### src/rtl/mul_sched_pkg.sv
// rtl/mul_sched_pkg.sv - shared types, defaults and helpers for mul_sched
//
// Purpose: FSM state encoding, default geometry and the index-width helper
//          used by mul_sched and mul_sched_rr_arb.
// Ports:   none (package).
package mul_sched_pkg;

  typedef enum logic [1:0] {
    IDLE = 2'd0,
    CALC = 2'd1,
    DONE = 2'd2
  } state_t;

  localparam int DEF_W    = 4;
  localparam int DEF_NREQ = 2;

  // Width of an index into n items; never narrower than one bit.
  function automatic int idx_width(input int n);
    return (n <= 1) ? 1 : $clog2(n);
  endfunction

endpackage

### src/rtl/mul_sched_rr_arb.sv
// rtl/mul_sched_rr_arb.sv - combinational round-robin grant for mul_sched
//
// Purpose: grants the first valid requester at or after the pointer,
//          wrapping, and supplies the pointer value that follows the grant.
// Ports:
//   req_valid_i  per-requester valid
//   ptr_i        current round-robin pointer (always < NREQ)
//   grant_o      one-hot grant, zero when nothing is valid
//   grant_idx_o  index of the granted requester (0 when none)
//   any_o        some requester is granted
//   next_ptr_o   (grant_idx_o + 1) mod NREQ
module mul_sched_rr_arb #(
  parameter int NREQ = 2,
  parameter int IW   = 1
) (
  input  logic [NREQ-1:0] req_valid_i,
  input  logic [IW-1:0]   ptr_i,
  output logic [NREQ-1:0] grant_o,
  output logic [IW-1:0]   grant_idx_o,
  output logic            any_o,
  output logic [IW-1:0]   next_ptr_o
);

  logic found;

  always_comb begin
    grant_o     = '0;
    grant_idx_o = '0;
    found       = 1'b0;
    // Scan requesters in priority order starting at the pointer.
    for (int k = 0; k < NREQ; k++) begin
      if (!found && req_valid_i[(int'(ptr_i) + k) % NREQ]) begin
        found                                     = 1'b1;
        grant_o[(int'(ptr_i) + k) % NREQ]         = 1'b1;
        grant_idx_o                               = IW'((int'(ptr_i) + k) % NREQ);
      end
    end
    any_o      = found;
    next_ptr_o = (grant_idx_o == IW'(NREQ - 1)) ? '0 : grant_idx_o + IW'(1);
  end

endmodule

### src/rtl/mul_sched.sv
// rtl/mul_sched.sv - shared iterative shift-add multiplier for `a *= b`
//
// Purpose: NREQ requesters share one W x W shift-add multiplier through a
//          round-robin arbiter. Each request yields the truncated W-bit
//          product and the full 2W-bit product, unsigned or two's-complement.
// Optional: define MUL_SCHED_OVF_EN to add resp_ovf (truncation overflowed).
// Ports:
//   clk, rst            clock; synchronous active-high reset
//   req_valid/req_ready per-requester handshake (ready one-hot or zero)
//   req_a, req_b        operands, requester i at [i*W +: W]
//   req_signed          per-requester two's-complement select
//   resp_valid/ready    response handshake
//   resp_id             owning requester
//   resp_prod           truncated product (new value of a)
//   resp_full           full 2W-bit product
//   resp_ovf            (MUL_SCHED_OVF_EN only) resp_full != extended resp_prod
module mul_sched
  import mul_sched_pkg::*;
#(
  parameter int  NREQ = DEF_NREQ,
  parameter int  W    = DEF_W,
  localparam int IW   = idx_width(NREQ)
) (
  input  logic              clk,
  input  logic              rst,
  input  logic [NREQ-1:0]   req_valid,
  output logic [NREQ-1:0]   req_ready,
  input  logic [NREQ*W-1:0] req_a,
  input  logic [NREQ*W-1:0] req_b,
  input  logic [NREQ-1:0]   req_signed,
  output logic              resp_valid,
  input  logic              resp_ready,
  output logic [IW-1:0]     resp_id,
  output logic [W-1:0]      resp_prod,
`ifdef MUL_SCHED_OVF_EN
  output logic              resp_ovf,
`endif
  output logic [2*W-1:0]    resp_full
);

  localparam int             ITW  = idx_width(W);
  localparam logic [ITW-1:0] LAST = ITW'(W - 1);

  state_t           state_q, state_d;
  logic [IW-1:0]    ptr_q, ptr_d;
  logic [IW-1:0]    id_q, id_d;
  logic [W-1:0]     a_q, a_d;
  logic [W-1:0]     b_q, b_d;
  logic             sgn_q, sgn_d;
  logic [2*W-1:0]   acc_q, acc_d;
  logic [ITW-1:0]   iter_q, iter_d;

  logic [NREQ-1:0]  grant;
  logic [IW-1:0]    grant_idx;
  logic             grant_any;
  logic [IW-1:0]    next_ptr;
  logic [2*W-1:0]   a_ext;
  logic [2*W-1:0]   term;

  mul_sched_rr_arb #(
    .NREQ (NREQ),
    .IW   (IW)
  ) u_arb (
    .req_valid_i (req_valid),
    .ptr_i       (ptr_q),
    .grant_o     (grant),
    .grant_idx_o (grant_idx),
    .any_o       (grant_any),
    .next_ptr_o  (next_ptr)
  );

  // Grants are only offered while idle and out of reset.
  assign req_ready  = (state_q == IDLE && !rst) ? grant : '0;
  assign resp_valid = (state_q == DONE);
  assign resp_id    = id_q;
  assign resp_full  = acc_q;
  assign resp_prod  = acc_q[W-1:0];

`ifdef MUL_SCHED_OVF_EN
  logic [2*W-1:0] prod_ext;
  assign prod_ext = sgn_q ? {{W{acc_q[W-1]}}, acc_q[W-1:0]}
                          : {{W{1'b0}}, acc_q[W-1:0]};
  assign resp_ovf = (state_q == DONE) && (acc_q != prod_ext);
`endif

  always_comb begin
    state_d = state_q;
    ptr_d   = ptr_q;
    id_d    = id_q;
    a_d     = a_q;
    b_d     = b_q;
    sgn_d   = sgn_q;
    acc_d   = acc_q;
    iter_d  = iter_q;
    a_ext   = sgn_q ? {{W{a_q[W-1]}}, a_q} : {{W{1'b0}}, a_q};
    term    = a_ext << iter_q;

    case (state_q)
      IDLE: begin
        if (grant_any) begin
          a_d     = req_a[int'(grant_idx)*W +: W];
          b_d     = req_b[int'(grant_idx)*W +: W];
          sgn_d   = req_signed[grant_idx];
          id_d    = grant_idx;
          acc_d   = '0;
          iter_d  = '0;
          ptr_d   = next_ptr;
          state_d = CALC;
        end
      end
      CALC: begin
        if (b_q[iter_q]) begin
          // The MSB of a signed multiplier carries weight -2^(W-1).
          if (sgn_q && iter_q == LAST) acc_d = acc_q - term;
          else                         acc_d = acc_q + term;
        end
        iter_d = iter_q + ITW'(1);
        if (iter_q == LAST) state_d = DONE;
      end
      DONE: begin
        if (resp_ready) state_d = IDLE;
      end
      default: state_d = IDLE;
    endcase
  end

  always_ff @(posedge clk) begin
    if (rst) begin
      state_q <= IDLE;
      ptr_q   <= '0;
      id_q    <= '0;
      a_q     <= '0;
      b_q     <= '0;
      sgn_q   <= 1'b0;
      acc_q   <= '0;
      iter_q  <= '0;
    end else begin
      state_q <= state_d;
      ptr_q   <= ptr_d;
      id_q    <= id_d;
      a_q     <= a_d;
      b_q     <= b_d;
      sgn_q   <= sgn_d;
      acc_q   <= acc_d;
      iter_q  <= iter_d;
    end
  end

endmodule

### config.mk
export PLATFORM = sky130hd
export DESIGN_NAME = mul_sched
export DESIGN_NICKNAME = d
export VERILOG_FILES = /design/src/rtl/mul_sched_pkg.sv /design/src/rtl/mul_sched_rr_arb.sv /design/src/rtl/mul_sched.sv
export SDC_FILE = /design/constraint.sdc
export NUM_CORES = 1
export LEC_CHECK = 0
export ABC_AREA = 1
export CORE_MARGIN = 10
export CORE_UTILIZATION = 45
export CTS_BUF_LIST = sky130_fd_sc_hd__clkbuf_16
export DETAILED_ROUTE_END_ITERATION = 7
export GPL_TIMING_DRIVEN = 0
export HOLD_SLACK_MARGIN = 0.15
export PLACE_DENSITY = 0.81
export SETUP_SLACK_MARGIN = 0.3
export SYNTH_ARGS = -nofsm -noshare
export SYNTH_HDL_FRONTEND = slang
export SYNTH_HIERARCHICAL = 1
export SYNTH_SLANG_ARGS = --single-unit
### constraint.sdc
create_clock -name clk -period 2.6 [get_ports clk]
set_input_delay 0.26 -clock clk [delete_from_list [all_inputs] [get_ports clk]]
set_output_delay 0.26 -clock clk [all_outputs]
set_load 0.02 [all_outputs]
# Word level (Yosys, flattened, before mapping)
# Cells that the tools add are included.
# Widths: inputs -> output; s select.
dict set report classes {
  add_sub_neg 5
  magnitude_cmp 6
  n_eq_ne 7
  n_shift 3
  n_mux 32
  bitwise_logic 2
  reduce_logical 13
}
# op count
set op_table {}
lappend op_table {{$mux 8} 4}
lappend op_table {{$pmux 8 s2} 1}
lappend op_table {{$shiftx 8x4->4} 2}
lappend op_table {{$mux 1} 15}
lappend op_table {{$mux 2} 7}
lappend op_table {{$add 8x8->8} 1}
lappend op_table {{$shl 8x2->8} 1}
lappend op_table {{$sub 8x8->8} 1}
lappend op_table {{$lt 2x3->1 const B} 2}
lappend op_table {{$ne 2x2->1 const B} 3}
lappend op_table {{$pmux 2 s3} 1}
lappend op_table {{$reduce_and 3->1} 2}
lappend op_table {{$logic_and 1x1->1} 5}
lappend op_table {{$eq 2x2->1 const B} 2}
lappend op_table {{$lt 1x2->1 const B} 2}
lappend op_table {{$pmux 2 s2} 1}
lappend op_table {{$reduce_and 2->1} 2}
lappend op_table {{$add 1x1->1 const B} 2}
lappend op_table {{$add 2x1->2 const B} 1}
lappend op_table {{$bmux 1 s2} 1}
lappend op_table {{$demux 1 s1} 2}
lappend op_table {{$eq 2x1->1 const B} 1}
lappend op_table {{$ge 2x1->1 const B} 1}
lappend op_table {{$logic_not 1->1} 2}
lappend op_table {{other kinds (6)} 6}
dict set report word_totals {
  reg_bits 23
  input_bits 23
}

# Logic depth before layout (Yosys ltp)
# Gate-level depths: netlist (run 1).
dict set report logic_depth {
  ltp_word 9
  mapped_depth 18
}

# Cells and area by module
# Netlist (run 1), hierarchy kept.
# mod instances cells_per_inst area_each_um2
set by_module_without_submodules {}
lappend by_module_without_submodules {mul_sched 1 250 1646.6}
lappend by_module_without_submodules {mul_sched_rr_arb 1 10 41.3}

# Worst setup path after synthesis (run 1)
# No wires, ideal clock.
dict set report synth_path {
  path_kind {reg2reg}
  startpoint {register iter_q[0]}
  endpoint {register acc_q[6] (netlist: resp_full[6])}
  setup_time_ns 0.134
  t_arrival_ns 2.404
  required_time_ns 2.466
  path_slack_ns 0.063
  path_stages_with_launch 18
  synth_period_minus_slack_ns 2.537
  path_cell_list {dfxtp_1 -> ha_1 -> nand2_1 -> inv_1 -> nor3_1 -> inv_1 -> o21ai_0 -> inv_1 -> fa_1 -> inv_1 -> a21oi_1 -> o21ai_0 -> nand2_1 -> nand2_1 -> a21o_1 -> a21oi_1 -> o21ai_0 -> a21oi_1}
}
dict set report synth_via {
  elab_chain_cells 5
}
# element line_no
set synth_lines {}
lappend synth_lines {{start, declared} mul_sched.sv:51} ;# logic [ITW-1:0] iter_q, iter_d;
lappend synth_lines {{start signal, assigned} mul_sched.sv:145} ;# iter_q <= iter_d;
lappend synth_lines {{$shl 8x2->8 / $eq 2x2->1 (equally long branches)} {mul_sched.sv:96, mul_sched.sv:114}}
lappend synth_lines {{$add 8x8->8, or another cell as far along} mul_sched.sv:115} ;# else acc_d = acc_q + term;
lappend synth_lines {{$mux 8} mul_sched.sv:114} ;# if (sgn_q && iter_q == LAST) acc_d = acc_q - term;
lappend synth_lines {{$mux 8} mul_sched.sv:112} ;# if (b_q[iter_q]) begin
lappend synth_lines {{$pmux 8 s2} mul_sched.sv:98} ;# case (state_q)
lappend synth_lines {{end signal, assigned} mul_sched.sv:135} ;# acc_q <= '0;
lappend synth_lines {{end signal, assigned} mul_sched.sv:144} ;# acc_q <= acc_d;
lappend synth_lines {{end, declared} mul_sched.sv:50} ;# logic [2*W-1:0] acc_q, acc_d;
# Several ways; a longest one is shown, not always the timed one. The select of a mux whose other input is x is not followed.
# A chain may end at the register's enable or synchronous reset.

# Final worst setup path (run 1)
# Same ends and word-level chain as after synthesis.

==> results by group, run 1 <==
Run status
  • Status: complete, no violations

Global route
  • Global-route wire length before repair: 7.341 mm
  • Gr ovfl total: 0
  • Vias in the first global route: 1752
  • Initial antenna violation count: 0
  • Pin count of the biggest net entering global routing: 14
  • GRT Util Overall: 13.64%

STA
  • Slew @ Worst Pin: 0.5616 ns
  • Skew final: slightly above 0.004 ns
  • Minimum clock period: 2.478 ns
  • Max Slew Vio Count: 0
  • RSZ-0062 raised after global routing: yes
  • Final setup fails: 0
  • Fin crit share: 95.30%
  • Rel. slew slack: between 60% and 70%
  • Final hold vios: 0
  • Max frequency: around 400 MHz

Worst hold path
  • Hold path cells: 2
  • Hold path startpoint: resp_full[5]$_SDFFE_PP0P_
  • Worst Hold Class: reg2reg
  • Hold Crit Endpoint: resp_full[5]$_SDFFE_PP0P_

Place
  • Port bufs: 38
  • RD Place Congestion: 0.8685
  • DP Wirelength: 3.128 mm
  • Placed Area: 0.002138 mm²
  • Placed Instances: 346

Synth
  • Mux cell area share after synthesis: 0%
  • Synth Area in Adders: 7.116%
  • Yosys cell types: 31
  • Syn_nets: between 200 and 300
  • Xor and xnor area share after synthesis: 3.113%
  • Simple-Gate Fraction of Synth Area: about 29%
  • Syn Area/Cell: 6.492 µm²
  • Share of the synthesized area in the top cell type: 27.28%
  • Top-count cell post-synth: nand2_1
  • Top FF cell, synth: dfxtp_1
  • Ys async rst share: 0%
  • Largest family of logic cells by synthesized area: simple AND/OR/NAND/NOR gates
  • Cell Area, Synth: 0.001688 mm²
  • Mapped Cells: 260
  • Seq/Total Area, Yosys: 27.28%
  • Post-synth EDFFs: 0
  • Most frequent cells after synthesis: 45 x nand2_1, 39 x inv_1, 34 x a21oi_1
  • Cell taking the most area after synthesis: dfxtp_1
  • Compound-gate portion of the synthesized area: 20.61%
  • Synth Register Bits: 23
  • Yosys warns: 6
  • Ranking of synthesized cells by area: dfxtp_1 27%, a21oi_1 10%, nand2_1 10%

Critical path
  • Worst R2R Setup Slack: approximately 0.12 ns
  • Max FO, Critical Path: 5
  • Req. time, crit path: 2.72 ns
  • Crit end category: flip-flop
  • Setup CP Type: reg2reg
  • CP startpoint kind: flip-flop
  • Reg2reg start: iter_q[0]$_SDFFE_PP0P_
  • R2r worst-path depth: 18
  • Worst EP arrival: ~2.6 ns
  • Worst setup path startpoint: iter_q[0]$_SDFFE_PP0P_
  • Crit Reg-Reg Endpoint: resp_full[6]$_SDFFE_PP0P_

Clock network
  • CTS Root Buffer Type: clkbuf_16
  • CTS tree: built
  • CTS H-tree depth: 1
  • Worst-Skew Late Latency: 0.26 ns
  • Clock sink count: 23
  • Clock transition at path regs: 0.06 ns
  • Total CTS buffers: 3
  • CTS max path bufs: 2

Layout
  • # diodes: 0
  • Layout area overhead: 46.48%
  • Cell area after layout: 0.002472 mm²
  • Layout cells sized above 1: 25.31%
  • Nets: 353
  • Non-filler cells, final: 368

Drt
  • DR iter-0 viols: 94
  • Wire per inst: 13.21 µm
  • ANT nets after route: 0
  • DRC violations left: 0
  • DR vias: 1838
  • Drt first pass iters: 4
  • Final wirelength: between 4 and 5 mm
  • Vias per cell: 4.995

Die
  • I/O pin count: 39
  • Core area: 0.003633 mm²
  • Row count: 22
  • Initial core utilization: 46.45%
  • Die area: about 0.0066 mm²
  • Horiz. Die Dim: 81.25 µm
  • Die H: 81.25 µm

Run
  • # Max-Cap Violations: 0

Power and ir drop
  • LEAKAGE: 0.001165 µW
  • PD cells: 596.8 mW/mm²
  • Worst VDD drop: 0.2496 mV
## kinds of logic after synthesis
kind of cell,count (synthesis)
AND/OR/NAND/NOR,104
adder cells (fa/ha/maj),9
buffers and inverters,53
flip-flops,23
XOR/XNOR,6
AO/OA/AOI/OAI,65
## report_power, final
group          leakage (µW)  switching (µW)  internal, µW  total, µW
clock             0.0000409             137           207        344
sequential         0.000190            31.8           386        418
combinational      0.000934             394           320        714
total               0.00117             563           913       1480
## worst max-delay path by stage
| stage | end | slack, ns | cells after the start |
|---|---|---|---|
| after detailed placement | resp_full[6]$_SDFFE_PP0P_ | -0.02 | 17 |
| after global placement | resp_full[6]$_SDFFE_PP0P_ | 0.05 | 18 |
| after CTS | resp_full[7]$_SDFFE_PP0P_ | 0.15 | 17 |
| after floorplan | resp_full[7]$_SDFFE_PP0P_ | 0.28 | 17 |
| after global routing | resp_full[6]$_SDFFE_PP0P_ | -0.03 | 18 |
| final | resp_full[6]$_SDFFE_PP0P_ | 0.12 | 18 |
## cells in the final DEF, fill, tap and decap left out, types with 2 or more instances in the layout
cell | netlist | routed
clkdlybuf4s50_1 | 0 | 38
inv_1 | 39 | 37
a21oi_2 | 1 | 6
nand2_4 | 0 | 3
o21ai_0 | 20 | 15
a211oi_1 | 2 | 2
nand3_2 | 7 | 7
dfxtp_1 | 23 | 21
and2_4 | 1 | 2
clkbuf_1 | 6 | 5
ha_1 | 8 | 7
xor2_1 | 5 | 5
nor2_4 | 1 | 3
nand3_1 | 6 | 6
buf_4 | 5 | 22
nor2_1 | 30 | 27
o21ai_1 | 1 | 5
nand2_1 | 45 | 34
o22ai_1 | 3 | 3
nand2_2 | 8 | 16
inv_2 | 3 | 3
clkbuf_16 | 0 | 3
a21oi_1 | 34 | 29
o21ai_2 | 1 | 2
nor2_2 | 2 | 3
## critical path, cell delays in order, from the launching register on
cell     delay, ns
dfxtp_4       0.41
ha_4          0.18
nand2_4       0.07
inv_4         0.08
nor3_2        0.04
inv_1         0.08
o21ai_0       0.12
o21ai_2       0.09
inv_1         0.08
fa_2          0.35
inv_2         0.07
a21oi_1       0.07
o21ai_1       0.21
nand2_1       0.08
nand2_1       0.07
a21o_1        0.14
a21oi_2       0.05
o21ai_1       0.08
a21oi_1       0.07
## what timing repair did
item                                    in CTS  in global routing
pin swaps                                   18                 26
endpoints found under the setup margin       4                  6
setup buffers                               11                  7
gates resized for setup                     21                 20
hold buffers                                 0                  0
## per-layer routing
| layer | share of wire (%) | GRT usage [%] |
|---|---|---|
| met1 | 43 | 14.37 |
| met2 | 50 | 25.40 |
| met3 | 5.9 | 3.422 |
| met4 | 1.5 | 5.190 |
| met5 | 0 | 0 |
## cell type report
cell class                      instances  area [µm²]
Sequential cell                        23       465.4
Tap cell                               48       60.06
Buffer                                 11       65.06
Timing Repair Buffer                   56       515.5
Inverter                               42       165.2
Clock inverter                          1       5.005
Clock buffer                            3       75.07
Multi-Input combinational cell        184        1121
Fill cell                             295        1161
## flip-flops by register name (all words and copies together) (netlist names)
register	cells
a_q	4
b_q	4
iter_q	2
ptr_q	1
resp_full	8
resp_id	1
sgn_q	1
state_q	2
## metrics by stage
step	hold slack (ns)	worst slack [ns]	util (%)	power [µW]	TNS (ns)
4_1_cts	0.4850	0.1521	65.12	1376	0
3_3_place_gp	0.4742	0.05351	58.85	933.8	0
2_1_floorplan	0.3385	0.2828	-	805.7	0
5_1_grt	0.5049	-0.02780	68.04	1564	-0.04271
6_report	0.4823	0.1223	68.04	1476	0
3_5_place_dp	0.4763	-0.02117	58.85	949.8	-0.02117
Power figures use the tool's default switching activity.
==> run 2, diff against run 1 <==
--- a/config.mk
+++ b/config.mk
@@ -6,13 +6,15 @@
 export NUM_CORES = 1
 export LEC_CHECK = 0
 export ABC_AREA = 1
-export CORE_MARGIN = 10
+export CORE_MARGIN = 1
 export CORE_UTILIZATION = 45
 export CTS_BUF_LIST = sky130_fd_sc_hd__clkbuf_16
+export CTS_CLUSTER_SIZE = 20
 export DETAILED_ROUTE_END_ITERATION = 7
 export GPL_TIMING_DRIVEN = 0
 export HOLD_SLACK_MARGIN = 0.15
 export PLACE_DENSITY = 0.81
+export REMOVE_ABC_BUFFERS = 1
 export SETUP_SLACK_MARGIN = 0.3
 export SYNTH_ARGS = -nofsm -noshare
 export SYNTH_HDL_FRONTEND = slang
==> run 2 against run 1 <==
Non-clock buffer count shrank 12. Critical path depth shrank 2. Clock skew shrank 0.0023 ns. Core utilization grew 1.5 points. Clock power is essentially flat. Sequential cell count is the same. Final area shrank 2.5%. Die area shrank 39%. Final cell count shrank 3.8%. Largest cell class unchanged. Largest power group unchanged.
==> results by group, run 2 (synthesized netlist as in run 1, its figures left out) <==
Run status
  • Status: complete, no violations

Critical path
  • CP startpoint kind: flip-flop
  • Max FO, Critical Path: 5
  • Setup CP Type: reg2reg
  • Critical-path top delay cell: dfxtp_4
  • Crit-path most repeated cell: nand2_2
  • Worst EP arrival: 2.60 ns
  • Top Family by Delay on Critical Path: simple AND/OR/NAND/NOR gates
  • Largest stage delay on the critical path: 0.41 ns
  • Worst-path cell chain: nand2_2 > and2_4 > nor2_4 > nor2_4 > buf_6 > nor2_4 > xor2_1 > ha_1 > a21oi_2 > nand2_2 > nand2_2 > nand2_2 > a21oi_2 > a21oi_1 > o21ai_0 > a21oi_1
  • Critical path buffers and inverters: 1
  • Req. time, crit path: around 2.7 ns
  • Crit end category: flip-flop

Die
  • Die area: 0.004000 mm²
  • Horiz. Die Dim: 63.25 µm
  • I/O pin count: 39
  • Initial core utilization: between 40 and 50%
  • Die H: 63.25 µm
  • Core area: 0.003468 mm²
  • Row count: 21

Global route
  • Pin count of the biggest net entering global routing: 24
  • Met1 GRT Util: 25.25%
  • Initial antenna violation count: 0
  • Grt met3 use: 3.804%
  • GRT busiest layer: met2
  • Vias in the first global route: approximately 1700
  • Met2 Usage GRT: 39.78%
  • GRT Util Overall: around 22%
  • Global-route wire length before repair: approximately 7.1 mm
  • Gr ovfl total: 0

Drt
  • Final wirelength: approximately 4.3 mm
  • ANT nets after route: 0
  • DR iter-0 viols: 80
  • DR vias: 1796
  • Drt first pass iters: 4
  • Vias per cell: 5.073
  • DRC violations left: 0
  • Wire per inst: 12.14 µm

Layout
  • Nets: 341
  • Max reg flops: 8
  • Layout cells sized above 1: 23.70%
  • # diodes: 0
  • Non-filler cells, final: roughly 350
  • Commonest cells after routing, fill and taps aside: 38 x nand2_1, 37 x clkdlybuf4s50_1, 34 x inv_1, 29 x a21oi_1, 28 x nor2_1
  • Layout area overhead: 42.85%
  • Commonest non-fill, non-tap cell in the layout: nand2_1

Clock network
  • CTS max path bufs: 2
  • CTS Root Buffer Type: clkbuf_16
  • Total CTS buffers: 3
  • Clock transition at path regs: around 0.060 ns
  • CTS tree: built
  • Worst-Skew Late Latency: roughly 0.26 ns
  • Clock sink count: 23
  • CTS H-tree depth: 1

Run
  • # Max-Cap Violations: 0

STA
  • Slew @ Worst Pin: approximately 0.65 ns
  • Rel. slew slack: a little under three fifths
  • Fin crit share: 95.30%
  • Skew final: 0.001777 ns
  • RSZ-0062 raised after global routing: yes
  • Max frequency: 403.6 MHz
  • Max Slew Vio Count: 0
  • Final setup fails: 0
  • Minimum clock period: 2.478 ns
  • Final hold vios: 0
  • Setup tns final: 0 ns

Power and ir drop
  • PD cells: 611.8 mW/mm²
  • P_int: 911.1 µW
  • Part of the power in combinational logic: 48.3%
  • LEAKAGE: 0.001123 µW
  • Reg power frac: 28.3%
  • Worst VDD drop: a little under 0.3 mV
  • Switching Power: 564.0 µW
  • Clk pwr share: roughly a quarter
  • Switching share of power: approximately two fifths

Worst hold path
  • Worst Hold Class: in2reg

Place
  • DP Wirelength: 2.664 mm
  • Placed Instances: 333
  • RD Place Congestion: 0.8338
  • Port bufs: 38
run 2: cell count changes in the layout (fill, tap and decap cells not counted), sizes merged:
cell,before,now
clkinvlp,0,1
clkdlybuf4s50,38,37
clkinv,1,0
clkbuf,9,3
buf,23,17
dlymetal6s2s,0,1
run 2: final cells by class:
class / count / area (µm²)
clock buffers: 3 / 75.07
clock inverters: 1 / 7.507
fillers: 287 / 1057
inverters: 42 / 162.7
multi-input cells: 184 / 1122
flip-flops and latches: 23 / 467.9
well taps: 46 / 57.56
repair buffers: 55 / 518.0
run 2: path summary, 6_finish.rpt:
check                         start                        end  slack [ns]  cells after the start
max          iter_q[0]$_SDFFE_PP0P_  resp_full[5]$_SDFFE_PP0P_        0.12                     16
min                             rst  resp_full[1]$_SDFFE_PP0P_        0.49                      2
max reg2reg  iter_q[0]$_SDFFE_PP0P_  resp_full[5]$_SDFFE_PP0P_        0.12                     16
min reg2reg    resp_id$_SDFFE_PP0P_       resp_id$_SDFFE_PP0P_        0.49                      2
run 2: metal layers:
metal,part of all wire [%],up-vias
li1,-,927
met1,44,795
met2,49,58
met3,3.8,16
met4,2.8,0
met5,0,-
run 2: through the flow:
stage,hold slack (ns),utilization [%],area (µm²),power [µW],setup slack (ns)
floorplan,0.3224,-,1628,786.4,0.02635
global placement,0.4739,59.56,2066,909.3,-0.3323
CTS,0.4899,66.96,2322,1370,0.1922
finish,0.4857,69.52,2411,1475,0.1223
global route,0.5093,69.52,2411,1557,0.006787
detailed placement,0.4767,59.56,2066,931.7,-0.3874
run 2: what timing repair did:
item / in CTS / in global routing
endpoints found under the setup margin: 9 / 7
gates cloned: 0 / 0
hold buffers: 0 / 0
gates resized for setup: 29 / 18
setup buffers: 12 / 5
pin swaps: 19 / 15
endpoints found under the hold margin: 0 / 0
run 2: worst reg2reg max path, cell delays in order, from the launching register on:
cell and delay [ns]:
dfxtp_4 0.41, nand2_2 0.08, and2_4 0.18, nor2_4 0.14
nor2_4 0.05, buf_6 0.12, nor2_4 0.08, xor2_1 0.15
ha_1 0.31, a21oi_2 0.22, nand2_2 0.11, nand2_2 0.08
nand2_2 0.06, a21oi_2 0.13, a21oi_1 0.07, o21ai_0 0.07
a21oi_1 0.08
run 2: power groups by stage:
stage               sequential, µW  clock, µW  combinational (µW)
floorplan                      436          0                 350
global placement               421          0                 488
detailed placement             423          0                 509
CTS                            417        347                 606
global route                   422        358                 777
finish                         417        345                 712
